==> config.mk <==
export PLATFORM = sky130hd
export DESIGN_NAME = alu_ct_mdu
export DESIGN_NICKNAME = d
export VERILOG_FILES = /design/src/rtl/alu_ct_mdu.sv
export SDC_FILE = /design/constraint.sdc
export NUM_CORES = 1
export LEC_CHECK = 0
export CORE_MARGIN = 1
export CORE_UTILIZATION = 24
export CTS_BUF_LIST = sky130_fd_sc_hd__clkbuf_8
export CTS_CLUSTER_SIZE = 16
export DETAILED_ROUTE_END_ITERATION = 10
export DONT_BUFFER_PORTS = 1
export GPL_TIMING_DRIVEN = 0
export PLACE_DENSITY_LB_ADDON = 0.12
export SETUP_SLACK_MARGIN = 0.02
export SLEW_MARGIN = 5
export SYNTH_ARGS = -nofsm -noshare
export SYNTH_HDL_FRONTEND = slang
export SYNTH_SLANG_ARGS = --single-unit
==> constraint.sdc <==
create_clock -name clk -period 2.67 [get_ports clk]
set_input_delay 0.4005 -clock clk [delete_from_list [all_inputs] [get_ports clk]]
set_output_delay 0.4005 -clock clk [all_outputs]
set_load 0.02 [all_outputs]
==> src/rtl/alu_ct_mdu.sv <==
// ALU control decoder with an iterative unsigned multiply/divide sequencer and HI/LO registers.
// Optional feature: define ALU_CT_DIV_EN to build and decode the divu datapath.
module alu_ct_mdu #(
    parameter int WIDTH = 32,
    parameter int CNT_W = $clog2(WIDTH) + 1
) (
    input  logic             clk,
    input  logic             rst,
    input  logic             valid,
    input  logic [1:0]       alu_ct_op,
    input  logic [5:0]       funct,
    input  logic [WIDTH-1:0] a,
    input  logic [WIDTH-1:0] b,
    output logic [3:0]       alu_ct,
    output logic             stall,
    output logic             md_sel,
    output logic [WIDTH-1:0] md_out,
    output logic [WIDTH-1:0] hi,
    output logic [WIDTH-1:0] lo
);

    localparam logic [5:0] F_MFHI  = 6'b010000;
    localparam logic [5:0] F_MFLO  = 6'b010010;
    localparam logic [5:0] F_MULTU = 6'b011001;
    localparam logic [5:0] F_DIVU  = 6'b011011;

    typedef enum logic {S_IDLE, S_RUN} state_t;

    state_t             r_state;
    logic               r_ack;
    logic [CNT_W-1:0]   r_cnt;
    logic [WIDTH-1:0]   r_ph;
    logic [WIDTH-1:0]   r_pl;
    logic [WIDTH-1:0]   r_opd;
    logic [WIDTH-1:0]   r_hi;
    logic [WIDTH-1:0]   r_lo;
    logic [3:0]         w_dec;
    logic               w_rtype;
    logic               w_div_req;
    logic               w_req;
    logic [WIDTH:0]     w_madd;
    logic [2*WIDTH-1:0] w_nxt;
`ifdef ALU_CT_DIV_EN
    logic               r_is_div;
    logic [WIDTH:0]     w_shift;
    logic [WIDTH:0]     w_diff;
    logic [2*WIDTH-1:0] w_div_nxt;
`endif

    always_comb begin
        w_dec = 4'b0000;
        case (alu_ct_op)
            2'b00: w_dec = 4'b0010;
            2'b01: w_dec = 4'b0110;
            2'b10: begin
                case (funct)
                    6'b100000, 6'b100001: w_dec = 4'b0010;
                    6'b100010, 6'b100011: w_dec = 4'b0110;
                    6'b100100:            w_dec = 4'b0000;
                    6'b100101:            w_dec = 4'b0001;
                    6'b100110:            w_dec = 4'b0011;
                    6'b100111:            w_dec = 4'b1100;
                    6'b101010:            w_dec = 4'b0111;
                    6'b101011:            w_dec = 4'b1000;
                    6'b001000:            w_dec = 4'b0010;
                    default:              w_dec = 4'b0000;
                endcase
            end
            default: w_dec = 4'b0000;
        endcase
    end

    assign w_rtype = rst && (alu_ct_op == 2'b10);
    assign alu_ct  = rst ? w_dec : 4'b0000;
    assign md_sel  = w_rtype && ((funct == F_MFHI) || (funct == F_MFLO));
    assign md_out  = (w_rtype && funct == F_MFHI) ? r_hi :
                     (w_rtype && funct == F_MFLO) ? r_lo : '0;
    assign hi      = r_hi;
    assign lo      = r_lo;

`ifdef ALU_CT_DIV_EN
    assign w_div_req = valid && w_rtype && (funct == F_DIVU);
`else
    assign w_div_req = 1'b0;
`endif
    assign w_req = (valid && w_rtype && (funct == F_MULTU)) || w_div_req;
    assign stall = (w_req && !r_ack) || (r_state == S_RUN);

    // Shift-add step: the multiplier sits in r_pl and is consumed LSB first.
    assign w_madd = {1'b0, r_ph} + (r_pl[0] ? {1'b0, r_opd} : '0);

`ifdef ALU_CT_DIV_EN
    // Restoring step: r_ph is the partial remainder, r_pl shifts dividend out and quotient in.
    assign w_shift   = {r_ph, r_pl[WIDTH-1]};
    assign w_diff    = w_shift - {1'b0, r_opd};
    assign w_div_nxt = w_diff[WIDTH] ? {w_shift[WIDTH-1:0], r_pl[WIDTH-2:0], 1'b0}
                                     : {w_diff[WIDTH-1:0],  r_pl[WIDTH-2:0], 1'b1};
    assign w_nxt     = r_is_div ? w_div_nxt : {w_madd, r_pl[WIDTH-1:1]};
`else
    assign w_nxt     = {w_madd, r_pl[WIDTH-1:1]};
`endif

    always_ff @(posedge clk or negedge rst) begin
        if (!rst) begin
            r_state  <= S_IDLE;
            r_ack    <= 1'b0;
            r_cnt    <= '0;
            r_ph     <= '0;
            r_pl     <= '0;
            r_opd    <= '0;
            r_hi     <= '0;
            r_lo     <= '0;
`ifdef ALU_CT_DIV_EN
            r_is_div <= 1'b0;
`endif
        end else begin
            r_ack <= 1'b0;
            case (r_state)
                S_IDLE: begin
                    if (w_req && !r_ack) begin
                        r_state  <= S_RUN;
                        r_cnt    <= '0;
                        r_ph     <= '0;
                        r_pl     <= w_div_req ? a : b;
                        r_opd    <= w_div_req ? b : a;
`ifdef ALU_CT_DIV_EN
                        r_is_div <= w_div_req;
`endif
                    end
                end
                S_RUN: begin
                    r_ph  <= w_nxt[2*WIDTH-1:WIDTH];
                    r_pl  <= w_nxt[WIDTH-1:0];
                    r_cnt <= r_cnt + CNT_W'(1);
                    if (r_cnt == CNT_W'(WIDTH - 1)) begin
                        r_hi    <= w_nxt[2*WIDTH-1:WIDTH];
                        r_lo    <= w_nxt[WIDTH-1:0];
                        r_ack   <= 1'b1;
                        r_state <= S_IDLE;
                    end
                end
                default: r_state <= S_IDLE;
            endcase
        end
    end

endmodule

# --- After elaboration in Yosys (flattened, before gate mapping) ---
# Cells that the tools add are included.
totals:
  regBits: 168
  latch_bits: 0
  ram_bits: 0
  mem_bits_ro: 0
  in_bits: 75
  output_inout_bits: 102
  elab_cells: 60
  n_memories: 0
op_classes:
  n_addsub: 2
  multipliers: 0
  div_mod_pow: 0
  order_cmp: 0
  eq_ne: 17
  n_shift: 0
  mux: 17
  bitwise_logic: 1
  reduce_logical: 15
ops:
  columns: ["op", "count"]
  rows:
  - ["32-bit 2-to-1 mux", 5]
  - ["32-bit one-hot mux with 2 select lines", 2]
  - ["6-bit equality test, second input constant", 9]
  - ["32-bit by 32-bit adder with 33-bit output", 1]
  - ["4-bit one-hot mux with 7 select lines", 1]
  - ["6-bit by 5-bit equality test with 1-bit output, second input constant", 4]
  - ["4-bit one-hot mux with 3 select lines", 1]
  - ["6-bit one-hot mux with 2 select lines", 1]
  - ["1-bit logical AND", 7]
  - ["6-bit by 1-bit adder with 6-bit output, second input constant", 1]
  - ["6-bit by 4-bit equality test with 1-bit output, second input constant", 1]
  - ["6-bit 2-to-1 mux", 1]
  - ["1-bit 2-to-1 mux", 4]
  - ["4-bit 2-to-1 mux", 1]
  - ["2-bit AND reduction", 2]
  - ["3-bit OR reduction", 1]
  - ["2-bit by 1-bit equality test with 1-bit output, second input constant", 1]
  - ["2-bit equality test, second input constant", 1]
  - ["2-bit zero test", 1]
  - ["1-bit logical OR", 2]
  - ["2-bit inequality test, second input constant", 1]
  - ["1-bit one-hot mux with 2 select lines", 1]
  - ["2-bit OR reduction", 1]
  - ["1-bit zero test", 1]
  - ["1-bit inverter", 1]

# --- Depth between registers and ports, before layout ---
# Gate-level depths: netlist of the first run.
depth:
  depth_word: 7
  depth_mapped: 11

# --- Worst setup path before layout of the first run ---
# OpenSTA, ideal clock, no wires.
synth_timing:
  kind: "reg2reg"
  startpoint: "register r_pl[0]"
  endpoint: "register r_ph[29]"
  setup_ps: 131
  arrival_ps: 2712
  t_required_ps: 2539
  setup_slack_ps: -173
  path_stages_with_launch: 11
  path_buffers: 1
  period_less_slack_ps: 2843
  cell_sequence: "dfrtp_1 -> clkbuf_1 -> nand2_1 -> fa_1 -> and2b_1 -> o2111ai_2 -> a2111oi_4 -> o31ai_2 -> or4_1 -> o311ai_1 -> o21ai_1"
synth_between:
  elab_chain_cells: 3
synth_rtl:
  columns: ["element", "line", "text"]
  rows:
  - ["from (decl)", "33", "logic [WIDTH-1:0] r_pl;"]
  - ["from (signal assigned)", "124", "r_pl <= w_div_req ? a : b;"]
  - ["from (signal assigned)", "133", "r_pl <= w_nxt[WIDTH-1:0];"]
  - ["32-bit 2-to-1 mux", "90", "assign w_madd = {1'b0, r_ph} + (r_pl[0] ? {1'b0, r_opd} : '0);"]
  - ["32-bit by 32-bit adder with 33-bit output", "90", null]
  - ["32-bit one-hot mux with 2 select lines", "118", "case (r_state)"]
  - ["to (signal assigned)", "132", "r_ph <= w_nxt[2*WIDTH-1:WIDTH];"]
  - ["to (decl)", "32", "logic [WIDTH-1:0] r_ph;"]
# Every way passes these cells.
# A chain may end at the register's enable or synchronous reset.

# --- Worst setup path in the final report of the first run ---
layout_timing:
  startpoint: "register r_pl[0]"
  endpoint: "register r_hi[23] (netlist: hi[23])"
layout_between:
  elab_chain_cells: 2
layout_rtl:
  columns: ["element", "line", "text"]
  rows:
  - ["32-bit 2-to-1 mux", "90", null]
  - ["32-bit by 32-bit adder with 33-bit output", "90", null]
  - ["to (signal assigned)", "136", "r_hi <= w_nxt[2*WIDTH-1:WIDTH];"]
  - ["to (decl)", "35", "logic [WIDTH-1:0] r_hi;"]
# Every way passes these cells.

==> qor.csv, run 1 <==
metric;value;unit
hold_ws;-0.400;ns
nets;1194;
Setup violations, final;42;
Total GRT Usage;16.9;%
Comb pwr share;33.8;%
Num CTS Buffers;17;
Wirelength per Cell;21.1;um
Port Buffers;0;
hold crit path type;input port to asynchronous set/reset pin;
first-pass GRT wire length;51000;um
initial antenna violation count;3;
clk slew on worst S/H paths;0.11;ns
R2R setup slack;-0.42;ns
worst slew pin tran;0.917;ns
post-layout util;31.6;%
Pleak;0.00571;uW
switch share;37.9;%
I/O pin count;177;
max cap viols;0;
Syn. warnings;0;
final critical-path required period;3.09;ns
FP Rows;72;
post-route cell area;12300;um2
initial detailed-routing violation count;362;
mux share of post-synthesis cell area;13.1;%
Seq/Total Area, Yosys;44.0;%
Max-Slew Margin vs Limit;38.9;%
r2r worst-path depth;13;
maximum root-to-sink buffer count;2;
cell at the slowest stage of the critical path;dfrtp_2;
Slew Limit Fails;0;
remaining antenna violation count;0;
Critical Setup Path Class;register to register;
dpl hpwl;24900;um
crit start category;register;
outcome;finished with violations;
Area Overhead vs Synth;29.0;%
ys async rst share;100;%
via/cell ratio;4.71;
Critical Path RT;3.07;ns
commonest register cell after synthesis;dfrtp_1;
Synth Area in XOR/XNOR;2.66;%
RSZ-0062 raised after global routing;true;
# hold bufs at CTS;5;
CTS root buf;clkbuf_8;
H-tree level count;4;
Final Skew;0.0203;ns
post-route clock period utilization;116;%
Int Power;5470;uW
DR pass1 iterations;4;
Ant. Diodes;0;
critical-path cell list;buf_12 -> buf_8 -> and2_4 -> ha_4 -> and2b_2 -> o2111ai_4 -> buf_4 -> a21oi_4 -> o211a_1 -> nand3b_1 -> buf_4 -> xor2_2 -> mux2_2;
Synth Area in Compound Gates;13.0;%
largest net degree at the start of global routing;173;
chip width;202;um
share of layout cells above drive strength 1;27.1;%
grt ovf;0;
f_max;324;MHz
Remaining DRCs;0;
Post-Synthesis Cells;1014;
crit path setup slack, layout;-0.419;ns
Post-synth EDFFs;0;
largest family of logic cells by synthesized area;simple AND/OR/NAND/NOR gates;
CTS Sinks;168;
R2R Path Start;r_pl[0];
Post-Synth Simple-Gate Area;18.5;%
CTS tree;done;
Max VDD drop;297;uV
worst setup path start;r_pl[0];
Mapped Area;9560;um2
Hold Fails Final Rpt;168;
gpl congestion;0.798;
Net Switching;3340;uW
CP dominant cell by count;buf_4;
Total Wirelength;34000;um
Sequential Power Share;43.2;%
post-route total power;8810;uW
Arr. time, crit path;3.49;ns
failing checks;negative hold slack, negative setup slack;
number of global-route vias before repair;7813;
number of synthesized register bits;168;
die area;40600;um2
Area after DPL;10200;um2
r2r endpoint;hi[23];
crit-path max cell delay;0.49;ns
crit path max fanout;5;
post-synthesis adder-cell area fraction;4.53;%
post-synthesis average cell area;9.43;um2
synth unique cells;63;
Initial Utilization;24.5;%
Die Span Y;202;um
worst skew pair latency;0.50;ns
clock power share;23.0;%
core box area;39000;um2
Worst Setup EP;hi[23];
synthesized net count;1123;
via count;7610;
critical path capture point type;register;
Power Dens Cells;714;nW/um2
[layout make-up]
class	instances	area, um2
sequential	168	4210
inverter	13	48.8
clock inverter	13	156
tap	518	648
buffer	55	369
multi-input combinational	767	6070
fill	4007	26700
timing repair buffer	63	577
clock buffer	19	262
[layout by cell type, fill, tap and decap left out, drive strengths merged, types with 11 or more instances in the layout]
master and instances:
nand2 231, dfrtp 168, o21ai 86, buf 81, mux2i 66, nor2 65
clkbuf 51, mux2 43, ha 33, and2 33, a21oi 32, a21o 21
inv 21, nand3 20, xnor2 18, nand4 11, xor2 11
[synthesized netlist by cell type (11+ instances only)]
| cell | instances | area (um2) |
|---|---|---|
| and2_1 | 33 | 206 |
| inv_1 | 13 | 48.8 |
| nor2_1 | 64 | 240 |
| nand2_1 | 231 | 867 |
| nand3_1 | 20 | 100 |
| clkbuf_1 | 41 | 154 |
| mux2_2 | 14 | 158 |
| xor2_1 | 11 | 96.3 |
| a21oi_1 | 32 | 160 |
| o21ai_0 | 60 | 300 |
| mux2_4 | 29 | 435 |
| o21ai_1 | 26 | 130 |
| nand4_1 | 11 | 68.8 |
| a21o_1 | 21 | 158 |
| xnor2_1 | 18 | 158 |
| mux2i_1 | 66 | 661 |
| dfrtp_1 | 168 | 4200 |
| ha_1 | 33 | 413 |
[power groups by stage]
stage / combinational [uW] / sequential (uW) / clock, uW
6_report: 2970 / 3810 / 2030
4_1_cts: 2660 / 3790 / 2120
2_1_floorplan: 1490 / 3580 / 0
3_5_place_dp: 2000 / 3790 / 0
5_1_grt: 3260 / 3900 / 2200
3_3_place_gp: 1990 / 3790 / 0
[per-stage QoR]
stage / TNS, ns / setup WS [ns] / cells
floorplan: -0.147 / -0.0742 / 1014
global placement: -42.67 / -0.986 / 1532
detailed placement: -41.95 / -0.945 / 1532
CTS: -7.80 / -0.457 / 1598
global route: -12.34 / -0.516 / 1616
finish: -7.38 / -0.419 / 1616
[worst min path at each step]
stage,endpoint,slack (ns),depth (start not counted)
after CTS,hi[7],-0.46,0
after detailed placement,lo[29],0.11,0
after floorplan,hi[0],0.10,0
final,r_pl[29],-0.40,0
after global placement,r_pl[29],0.11,0
after global routing,r_ack,-0.46,0
[metal layers]
| layer | global-route usage, % | share of wire [%] | vias up |
|---|---|---|---|
| met4 | 3.33 | 1.1 | 4 |
| met1 | 22.6 | 47 | 3781 |
| met5 | 0 | 0.065 | - |
| met2 | 28.1 | 48 | 161 |
| li1 | - | - | 3639 |
| met3 | 3.35 | 3.6 | 25 |
[registers in the layout (all words and copies together), names as in the netlist]
name / count
r_ack: 1
r_opd: 32
r_cnt: 6
r_pl: 32
r_state: 1
r_ph: 32
lo: 32
hi: 32
[worst max-delay path, delay by kind of cell (launching register included)]
family | cells | cell delay [ns]
AO/OA/AOI/OAI | 3 | 0.60
multiplexers | 1 | 0.27
AND/OR/NAND/NOR | 3 | 0.58
adder cells (fa/ha/maj) | 1 | 0.22
flip-flops | 1 | 0.49
buffers and inverters | 4 | 0.64
XOR/XNOR | 1 | 0.15
[timing repair]
item | 4_1_cts | 5_1_grt
endpoints found under the hold margin | 173 | 168
pin swaps | 44 | 37
gates resized for setup | 175 | 82
gates cloned | 2 | 0
setup endpoints to repair | 118 | 64
buffers inserted | 34 | 25
[kinds of logic (layout without fill, tap and decap cells)]
group | after synthesis | count (layout)
AO/OA/AOI/OAI | 195 | 195
XOR/XNOR | 29 | 29
adder cells (fa/ha/maj) | 34 | 34
buffers and inverters | 79 | 163
flip-flops | 168 | 168
multiplexers | 109 | 109
AND/OR/NAND/NOR | 400 | 400
Power figures use the tool's default switching activity.
==> run 2, diff against run 1 <==
--- a/config.mk
+++ b/config.mk
@@ -8,10 +8,7 @@
 export CORE_MARGIN = 1
 export CORE_UTILIZATION = 24
 export CTS_BUF_LIST = sky130_fd_sc_hd__clkbuf_8
-export CTS_CLUSTER_SIZE = 16
 export DETAILED_ROUTE_END_ITERATION = 10
-export DONT_BUFFER_PORTS = 1
-export GPL_TIMING_DRIVEN = 0
 export PLACE_DENSITY_LB_ADDON = 0.12
 export SETUP_SLACK_MARGIN = 0.02
 export SLEW_MARGIN = 5
==> run 2 against run 1 <==
The run ends with negative setup slack left. Register-to-register slack improved by 0.16 ns. Sequential cell count unchanged. Die area unchanged. Setup slack improved by 0.16 ns. Core utilization increased by 5.2 points. Clock skew decreased by 0.0055 ns. Critical path type unchanged.
==> qor.csv, run 2 (same netlist as run 1, synthesis figures left out) <==
metric;value;unit
CTS Sinks;168;
first-pass GRT wire length;50300;um
via count;8433;
Total GRT Usage;15.9;%
Wirelength per Cell;17.5;um
FP Rows;72;
remaining antenna violation count;0;
critical-path cell list;buf_6 -> buf_6 -> buf_6 -> and2_1 -> ha_2 -> buf_6 -> a21oi_1 -> buf_4 -> a2111oi_4 -> o31ai_2 -> or4_4 -> o311ai_4 -> o21ai_1;
number of global-route vias before repair;8615;
final non-filler cell total;1866;
hold crit path type;input port to asynchronous set/reset pin;
post-layout util;36.8;%
Final Skew;0.0148;ns
crit-path max cell delay;0.53;ns
Num CTS Buffers;17;
Critical Path RT;3.04;ns
area of the multi-input gates;5800;um2
share of layout cells above drive strength 1;30.6;%
initial antenna violation count;0;
worst skew pair latency;0.48;ns
crit path max fanout;4;
Setup violations, final;40;
largest net degree at the start of global routing;80;
Arr. time, crit path;3.30;ns
RSZ-0062 raised after global routing;true;
Die Span Y;202;um
Hold Fails Final Rpt;0;
maximum root-to-sink buffer count;2;
commonest cells after routing, fill and taps aside;nand2_1, dfrtp_1, buf_4;
failing checks;negative setup slack;
H-tree level count;4;
hold_ws;0.0281;ns
CP dominant cell by count;buf_6;
CTS root buf;clkbuf_8;
Ant. Diodes;0;
routing usage on met2;24.8;%
I/O pin count;177;
met3 Usage GRT;2.74;%
R2R Path Start;r_pl[0];
Reg area;4210;um2
worst slew pin tran;0.820;ns
dpl hpwl;23600;um
DR pass1 iterations;4;
chip width;202;um
post-route cell area;14400;um2
r2r worst-path depth;13;
nets;1444;
cell at the slowest stage of the critical path;or4_4;
Port Buffers;176;
initial detailed-routing violation count;408;
gpl congestion;0.870;
clk slew on worst S/H paths;0.10;ns
critical path capture point type;register;
max cap viols;0;
Fill cells;3959;
Slew Limit Fails;0;
Pleak;0.00695;uW
commonest non-fill, non-tap cell in the layout;nand2_1;
setup_tns;-4.72;ns
grt ovf;0;
via/cell ratio;4.52;
crit path setup slack, layout;-0.255;ns
busiest layer in global routing;met2;
post-route clock period utilization;110;%
met1 usage;22.6;%
Max VDD drop;306;uV
CTS tree;done;
Area Overhead vs Synth;50.1;%
Area after DPL;12900;um2
f_max;342;MHz
Max-Slew Margin vs Limit;45.3;%
crit start category;register;
Initial Utilization;24.5;%
outcome;finished with violations;
Critical Setup Path Class;register to register;
die area;40600;um2
Power Dens Cells;625;nW/um2
Total Wirelength;32700;um
core box area;39000;um2
r2r endpoint;r_ph[29];
# placed instances;1802;
final critical-path required period;2.93;ns
R2R setup slack;-0.26;ns
Remaining DRCs;0;
-- run 2: worst max-delay path, delay by kind of cell (launching register included) --
family / cells / cell delay, ns
AND/OR/NAND/NOR: 2 / 0.66
adder cells (fa/ha/maj): 1 / 0.35
flip-flops: 1 / 0.41
AO/OA/AOI/OAI: 5 / 0.75
buffers and inverters: 5 / 0.64
-- run 2: what timing repair did --
item                                    CTS  global route
cloned                                    0             2
resized for setup                       287            44
hold buffers                              0             3
pin swaps                                50            22
endpoints found under the setup margin   85            81
hold endpoints to repair                  0             3
buffers inserted                         24            10
-- run 2: power by group --
| group | leakage, uW | switching, uW | internal [uW] | total (uW) |
|---|---|---|---|---|
| combinational | 0.00455 | 1690 | 1740 | 3430 |
| sequential | 0.00221 | 533 | 3130 | 3660 |
| clock | 0.000189 | 1100 | 784 | 1880 |
| total | 0.00695 | 3320 | 5650 | 8970 |
-- run 2: metal layers --
metal / vias up / part of all wire, %
met5: - / 0
met4: 0 / 1.4
met3: 24 / 2.9
met2: 142 / 46
met1: 4121 / 50
li1: 4146 / -
-- run 2: how the worst max path moves through the flow --
stage / from / end / slack [ns] / cells past startpoint
6_report: r_pl[0] / r_ph[29] / -0.26 / 13
2_1_floorplan: r_pl[0] / r_ph[29] / -0.07 / 11
3_3_place_gp: r_pl[0] / hi[19] / -0.46 / 12
5_1_grt: r_pl[0] / r_ph[29] / -0.39 / 14
4_1_cts: r_pl[0] / r_ph[29] / -0.30 / 12
3_5_place_dp: r_pl[0] / hi[19] / -0.47 / 12
-- run 2: final cells by class --
type,instances,area share (%)
Timing Repair Buffer,368,22.7
Multi-Input combinational cell,767,40.4
Sequential cell,168,29.3
Inverter,13,0.340
Clock inverter,14,0.968
Clock buffer,18,1.73
Tap cell,518,4.52
-- run 2: stage by stage --
stage	power [uW]	worst slack [ns]
2_1_floorplan	5080	-0.0742
3_3_place_gp	6510	-0.458
3_5_place_dp	6530	-0.471
4_1_cts	8960	-0.296
5_1_grt	9550	-0.386
6_report	8970	-0.255
